**config.mk**
```make
export PLATFORM = sky130hd
export DESIGN_NAME = ibex_id_sequencer
export DESIGN_NICKNAME = d
export VERILOG_FILES = /design/src/rtl/ibex_id_sequencer.sv
export SDC_FILE = /design/constraint.sdc
export NUM_CORES = 1
export LEC_CHECK = 0
export BUFFER_PORTS_ARGS = -buffer_cell sky130_fd_sc_hd__buf_2
export CELL_PAD_IN_SITES_DETAIL_PLACEMENT = 2
export CELL_PAD_IN_SITES_GLOBAL_PLACEMENT = 2
export CORE_MARGIN = 2
export CORE_UTILIZATION = 26
export CTS_CLUSTER_SIZE = 10
export DETAILED_ROUTE_END_ITERATION = 7
export GPL_ROUTABILITY_DRIVEN = 0
export HOLD_SLACK_MARGIN = 0.08
export PLACE_DENSITY_LB_ADDON = 0.15
export SYNTH_ARGS = -nofsm -noshare
export SYNTH_HDL_FRONTEND = slang
export SYNTH_SLANG_ARGS = --single-unit
```
**constraint.sdc**
```tcl
create_clock -name clk -period 1.9 [get_ports clk]
set_input_delay 0.38 -clock clk [delete_from_list [all_inputs] [get_ports clk]]
set_output_delay 0.38 -clock clk [all_outputs]
set_load 0.03 [all_outputs]
```
**src/rtl/ibex_id_sequencer.sv**
```systemverilog
// ibex_id_sequencer: holds each instruction in ID until it completes and sequences
// multi-cycle instructions, traps, redirects, WFI sleep and the retire counter.
`default_nettype none

module ibex_id_sequencer #(
  parameter int unsigned MinstretWidth = 32
) (
  input  logic                     clk,
  input  logic                     rst_ni,
  input  logic                     instr_valid_i,
  input  logic                     dec_illegal_i,
  input  logic                     dec_ecall_i,
  input  logic                     dec_ebrk_i,
  input  logic                     dec_mret_i,
  input  logic                     dec_wfi_i,
  input  logic                     dec_jump_set_i,
  input  logic                     dec_branch_in_dec_i,
  input  logic                     dec_mult_en_i,
  input  logic                     dec_div_en_i,
  input  logic                     dec_data_req_i,
  input  logic                     dec_csr_pipe_flush_i,
  input  logic                     branch_taken_i,
  input  logic                     md_ready_i,
  input  logic                     lsu_done_i,
  input  logic                     irq_pending_i,
  output logic                     instr_new_o,
  output logic                     instr_ack_o,
  output logic                     halt_if_o,
  output logic                     regfile_we_en_o,
  output logic                     md_en_o,
  output logic                     lsu_req_o,
  output logic                     pc_set_o,
  output logic [1:0]               pc_mux_o,
  output logic                     exc_req_o,
  output logic [1:0]               exc_cause_o,
  output logic                     instr_ret_o,
  output logic [MinstretWidth-1:0] minstret_o
);

  typedef enum logic [2:0] {
    DECODE   = 3'd0,
    SECOND   = 3'd1,
    MD_WAIT  = 3'd2,
    LSU_WAIT = 3'd3,
    SLEEP    = 3'd4
  } state_e;

  localparam logic [1:0] PC_JUMP = 2'd0;
  localparam logic [1:0] PC_EXC  = 2'd1;
  localparam logic [1:0] PC_MEPC = 2'd2;
  localparam logic [1:0] PC_NEXT = 2'd3;

  state_e                   state_q, state_d;
  logic                     second_branch_q, second_branch_d;
  logic [MinstretWidth-1:0] minstret_q;
  logic                     ack;
  logic                     sleeping;

  always_comb begin
    state_d         = state_q;
    second_branch_d = second_branch_q;
    instr_new_o     = 1'b0;
    ack             = 1'b0;
    regfile_we_en_o = 1'b0;
    md_en_o         = 1'b0;
    lsu_req_o       = 1'b0;
    pc_set_o        = 1'b0;
    pc_mux_o        = PC_JUMP;
    exc_req_o       = 1'b0;
    exc_cause_o     = 2'd0;
    instr_ret_o     = 1'b0;
    sleeping        = 1'b0;

    if (rst_ni) begin
      case (state_q)
        DECODE: begin
          if (instr_valid_i) begin
            instr_new_o = 1'b1;
            if (dec_illegal_i || dec_ebrk_i || dec_ecall_i) begin
              exc_req_o   = 1'b1;
              exc_cause_o = dec_illegal_i ? 2'd0 : (dec_ebrk_i ? 2'd2 : 2'd1);
              pc_set_o    = 1'b1;
              pc_mux_o    = PC_EXC;
              ack         = 1'b1;
            end else if (dec_mret_i) begin
              pc_set_o    = 1'b1;
              pc_mux_o    = PC_MEPC;
              ack         = 1'b1;
              instr_ret_o = 1'b1;
            end else if (dec_wfi_i) begin
              ack         = 1'b1;
              instr_ret_o = 1'b1;
              state_d     = SLEEP;
            end else if (dec_jump_set_i) begin
              pc_set_o        = 1'b1;
              pc_mux_o        = PC_JUMP;
              second_branch_d = 1'b0;
              state_d         = SECOND;
            end else if (dec_branch_in_dec_i) begin
              // Taken branches redirect in their second cycle, so one pc_set per instruction.
              if (branch_taken_i) begin
                second_branch_d = 1'b1;
                state_d         = SECOND;
              end else begin
                ack         = 1'b1;
                instr_ret_o = 1'b1;
              end
            end else if (dec_mult_en_i || dec_div_en_i) begin
              md_en_o = 1'b1;
              if (md_ready_i) begin
                ack             = 1'b1;
                regfile_we_en_o = 1'b1;
                instr_ret_o     = 1'b1;
              end else begin
                state_d = MD_WAIT;
              end
            end else if (dec_data_req_i) begin
              lsu_req_o = 1'b1;
              state_d   = LSU_WAIT;
            end else if (dec_csr_pipe_flush_i) begin
              regfile_we_en_o = 1'b1;
              pc_set_o        = 1'b1;
              pc_mux_o        = PC_NEXT;
              ack             = 1'b1;
              instr_ret_o     = 1'b1;
            end else begin
              regfile_we_en_o = 1'b1;
              ack             = 1'b1;
              instr_ret_o     = 1'b1;
            end
          end
        end
        SECOND: begin
          ack         = 1'b1;
          instr_ret_o = 1'b1;
          state_d     = DECODE;
          if (second_branch_q) begin
            pc_set_o = 1'b1;
            pc_mux_o = PC_JUMP;
          end else begin
            regfile_we_en_o = 1'b1;
          end
        end
        MD_WAIT: begin
          md_en_o = 1'b1;
          if (md_ready_i) begin
            ack             = 1'b1;
            regfile_we_en_o = 1'b1;
            instr_ret_o     = 1'b1;
            state_d         = DECODE;
          end
        end
        LSU_WAIT: begin
          if (lsu_done_i) begin
            ack             = 1'b1;
            regfile_we_en_o = 1'b1;
            instr_ret_o     = 1'b1;
            state_d         = DECODE;
          end
        end
        SLEEP: begin
          sleeping = 1'b1;
          if (irq_pending_i) begin
            state_d = DECODE;
          end
        end
        default: state_d = DECODE;
      endcase
    end

    instr_ack_o = ack;
    halt_if_o   = (rst_ni & instr_valid_i & ~ack) | sleeping;
  end

  always_ff @(posedge clk) begin
    if (!rst_ni) begin
      state_q         <= DECODE;
      second_branch_q <= 1'b0;
      minstret_q      <= '0;
    end else begin
      state_q         <= state_d;
      second_branch_q <= second_branch_d;
      if (instr_ret_o) begin
        minstret_q <= minstret_q + {{(MinstretWidth-1){1'b0}}, 1'b1};
      end
    end
  end

  assign minstret_o = minstret_q;

endmodule

`default_nettype wire

```
==> results.md <==
- Post-synth EDFFs: 0
- Post-layout nets: around 450
- Reg area: 781 um2
- Row count: 32
- CTS buffer count: 5
- Status: finished, violations left
- Vias in the first global route: roughly 3.1k
- Vias per cell: ~5.4
- Leak: between 1.5 and 2 nW
- Core area: about 7800 um2
- Max incr delay on CP: a little over 0.4 ns
- Final period util: 126%
- CP Launch Point: state_q[1]
- Hold Vio Cnt, Final: 0
- R2R Path Start: state_q[1]
- Net Count, Synth: ~290
- Most frequent CP cell: buf_6
- # IOs: 63
- TritonCTS clock tree: done
- Maxcap violations: 0
- Final number of setup-violating endpoints: 44
- Nature of the critical path endpoint: flop
- VDD IR max: between 0.2 and 0.25 mV
- Final Skew: around 0.014 ns
- Initial Utilization: roughly 27%
- Total power: roughly 1.7 mW
- Global-route wire length before repair: between 15000 and 20000 um
- Post-synth top area share: 34.2%
- Final wirelength: ~14000 um
- Crit path max fanout: 5
- Pin count of the biggest net entering global routing: 23
- Failing checks: setup timing
- Synth warn: 0
- Port Buffer Count: 62
- Worst EP required: 2.11 ns
- Yosys reg bits: 36
- Synth cell count leaders: nor2_1 (39), dfxtp_1 (36), nand2_1 (28)
- CP Launch Type: flop
- Period minus WS final: approximately 2.4 ns
- Crit-path cells: buf_6 -> nor4b_4 -> buf_6 -> buf_6 -> nand2_4 -> a21oi_4 -> nand2_8 -> buf_4 -> or4_1 -> a21oi_1
- DRC Markers: 0
- DR iter-0 viols: 80
- Max Freq: roughly 420 MHz
- Worst setup margin: -0.495 ns
- DRT antenna net count: 0
- Clock slew at reported path FFs: roughly 0.090 ns
- Top delay family on crit path: simple AND/OR/NAND/NOR gates
- # clock sinks: 36
- WP buf/inv: 4
- Die Y: between 90 and 100 um
- Slowest CP cell: or4_1
- P per Cell Area: between 400 and 500 nW/um2
- Crit path kind: reg -> reg
- Slew HR: about two thirds
- Post-DR wirelength/cell: between 20 and 30 um
- Hold crit path type: in -> reg
- N_diodes: 0
- RSZ-0062 raised after global routing: true
- Clk_lat worst skew: about 0.31 ns
- Drt first pass iters: 4
- Floorplan die width: 94.1 um
- Area of the multi-input gates: around 1800 um2
- Area Overhead vs Synth: 91.9%
- H-Tree Depth: 2
- Clock buffer depth: 2
- Synth cell types: 45
- Syn Inst Count: between 200 and 300
- Total track usage: 26.4%
- Async S/R FF share, synth: 0%
- Sequential area share after synthesis: between 30 and 40%
- Overflow after GRT: 0
- Post-DP HPWL: approximately 7000 um
- Most frequent cell after synthesis: nor2_1
- Worst EP arrival: ~2.6 ns
- Min-delay src: dec_jump_set_i
- Worst slew pin tran: 0.523 ns
- Die ar.: ~9000 um2
- CTS root buf: clkbuf_8
- Largest area contributor in the netlist: dfxtp_1
- Number of fill cells: 840
- Initial antenna violation count: 0
- Mapped Area: ~2100 um2
- Post-synth top flop: dfxtp_1
- Final max-slew violation count: 0
- Fraction of layout cells with a size suffix above 1: 59.6%
- Leading post-synthesis cells by cell area: dfxtp_1 (34%), nor2_1 (6.9%), nand2_1 (5.0%), xnor2_1 (5.0%), xor2_1 (4.6%)
- R2R Setup Slk: -0.50 ns
- Avg Cell Area, Syn: roughly 7.7 um2
- Layout Utilization: 51.8%
- Vias: between 2k and 3k
## through the flow
stage	hold WS, ns	setup TNS (ns)	worst slack, ns	area [um2]	std cells
after detailed placement	0.508	-9.03	-0.391	3260	504
after global routing	0.428	-12.81	-0.532	4050	535
final	0.426	-10.33	-0.495	4050	535
after floorplan	0.477	-0.425	-0.185	2280	273
after global placement	0.481	-5.96	-0.277	3260	504
after CTS	0.378	-3.41	-0.294	3690	525
## tightest hold or removal path, cell delays in order
cell and delay, ns:
buf_2 0.11, buf_4 0.12, a211oi_1 0.06
## layout make-up
cell class / instances / share of cell area (%)
flip-flops and latches: 36 / 19.3
clock inverters: 2 / 0.278
clock buffers: 6 / 1.79
inverters: 6 / 0.711
multi-input cells: 221 / 44.1
well taps: 102 / 3.15
repair buffers: 162 / 30.6
## kinds of logic after synthesis
group,Yosys count,synth area share (%)
flip-flops,36,34.2
AND/OR/NAND/NOR,153,38.1
AO/OA/AOI/OAI,39,11.8
adder cells (fa/ha/maj),1,0.593
multiplexers,5,2.37
XOR/XNOR,23,9.55
buffers and inverters,16,3.38
## registers in the layout (all words and copies together) (netlist names)
| signal | flops |
|---|---|
| state_q | 3 |
| second_branch_q | 1 |
| minstret_o | 32 |
## power by group
part	leakage (nW)	internal, mW	total [mW]	switching, mW
combinational	1.34	0.150	0.356	0.206
clock	0.0388	0.256	0.589	0.334
sequential	0.306	0.739	0.744	0.00415
total	1.68	1.14	1.69	0.544
## final timing paths
check,endpoint,cells after the start
worst min-delay path,second_branch_q,3
worst max register to register,minstret_o[28],10
worst max-delay path,minstret_o[28],10
worst min register to register,minstret_o[26],2
## cells in the final DEF, fill, tap and decap left out, types with 12 or more instances in the layout
cell / Yosys / routed
xnor2_1: 12 / 12
dfxtp_1: 36 / 12
dfxtp_2: 0 / 12
buf_4: 0 / 82
nor2_1: 39 / 29
buf_6: 1 / 31
dfxtp_4: 0 / 12
nand3_1: 17 / 14
nand2_1: 28 / 24
buf_2: 3 / 47
## what timing repair did
item                                    CTS  global route
pin swaps                                21            33
gates cloned                              0             1
hold buffers                              0             0
endpoints found under the setup margin   27            45
gates resized for setup                  64            54
buffers inserted                         14            12
## layer usage
layer	up-vias	global-route usage (%)	wire [um]
met5	-	0	0
met4	0	9.66	461
met3	32	3.45	534
met2	109	48.1	7140
met1	1467	31.4	5800
li1	1297	-	-
Power figures use the tool's default switching activity.
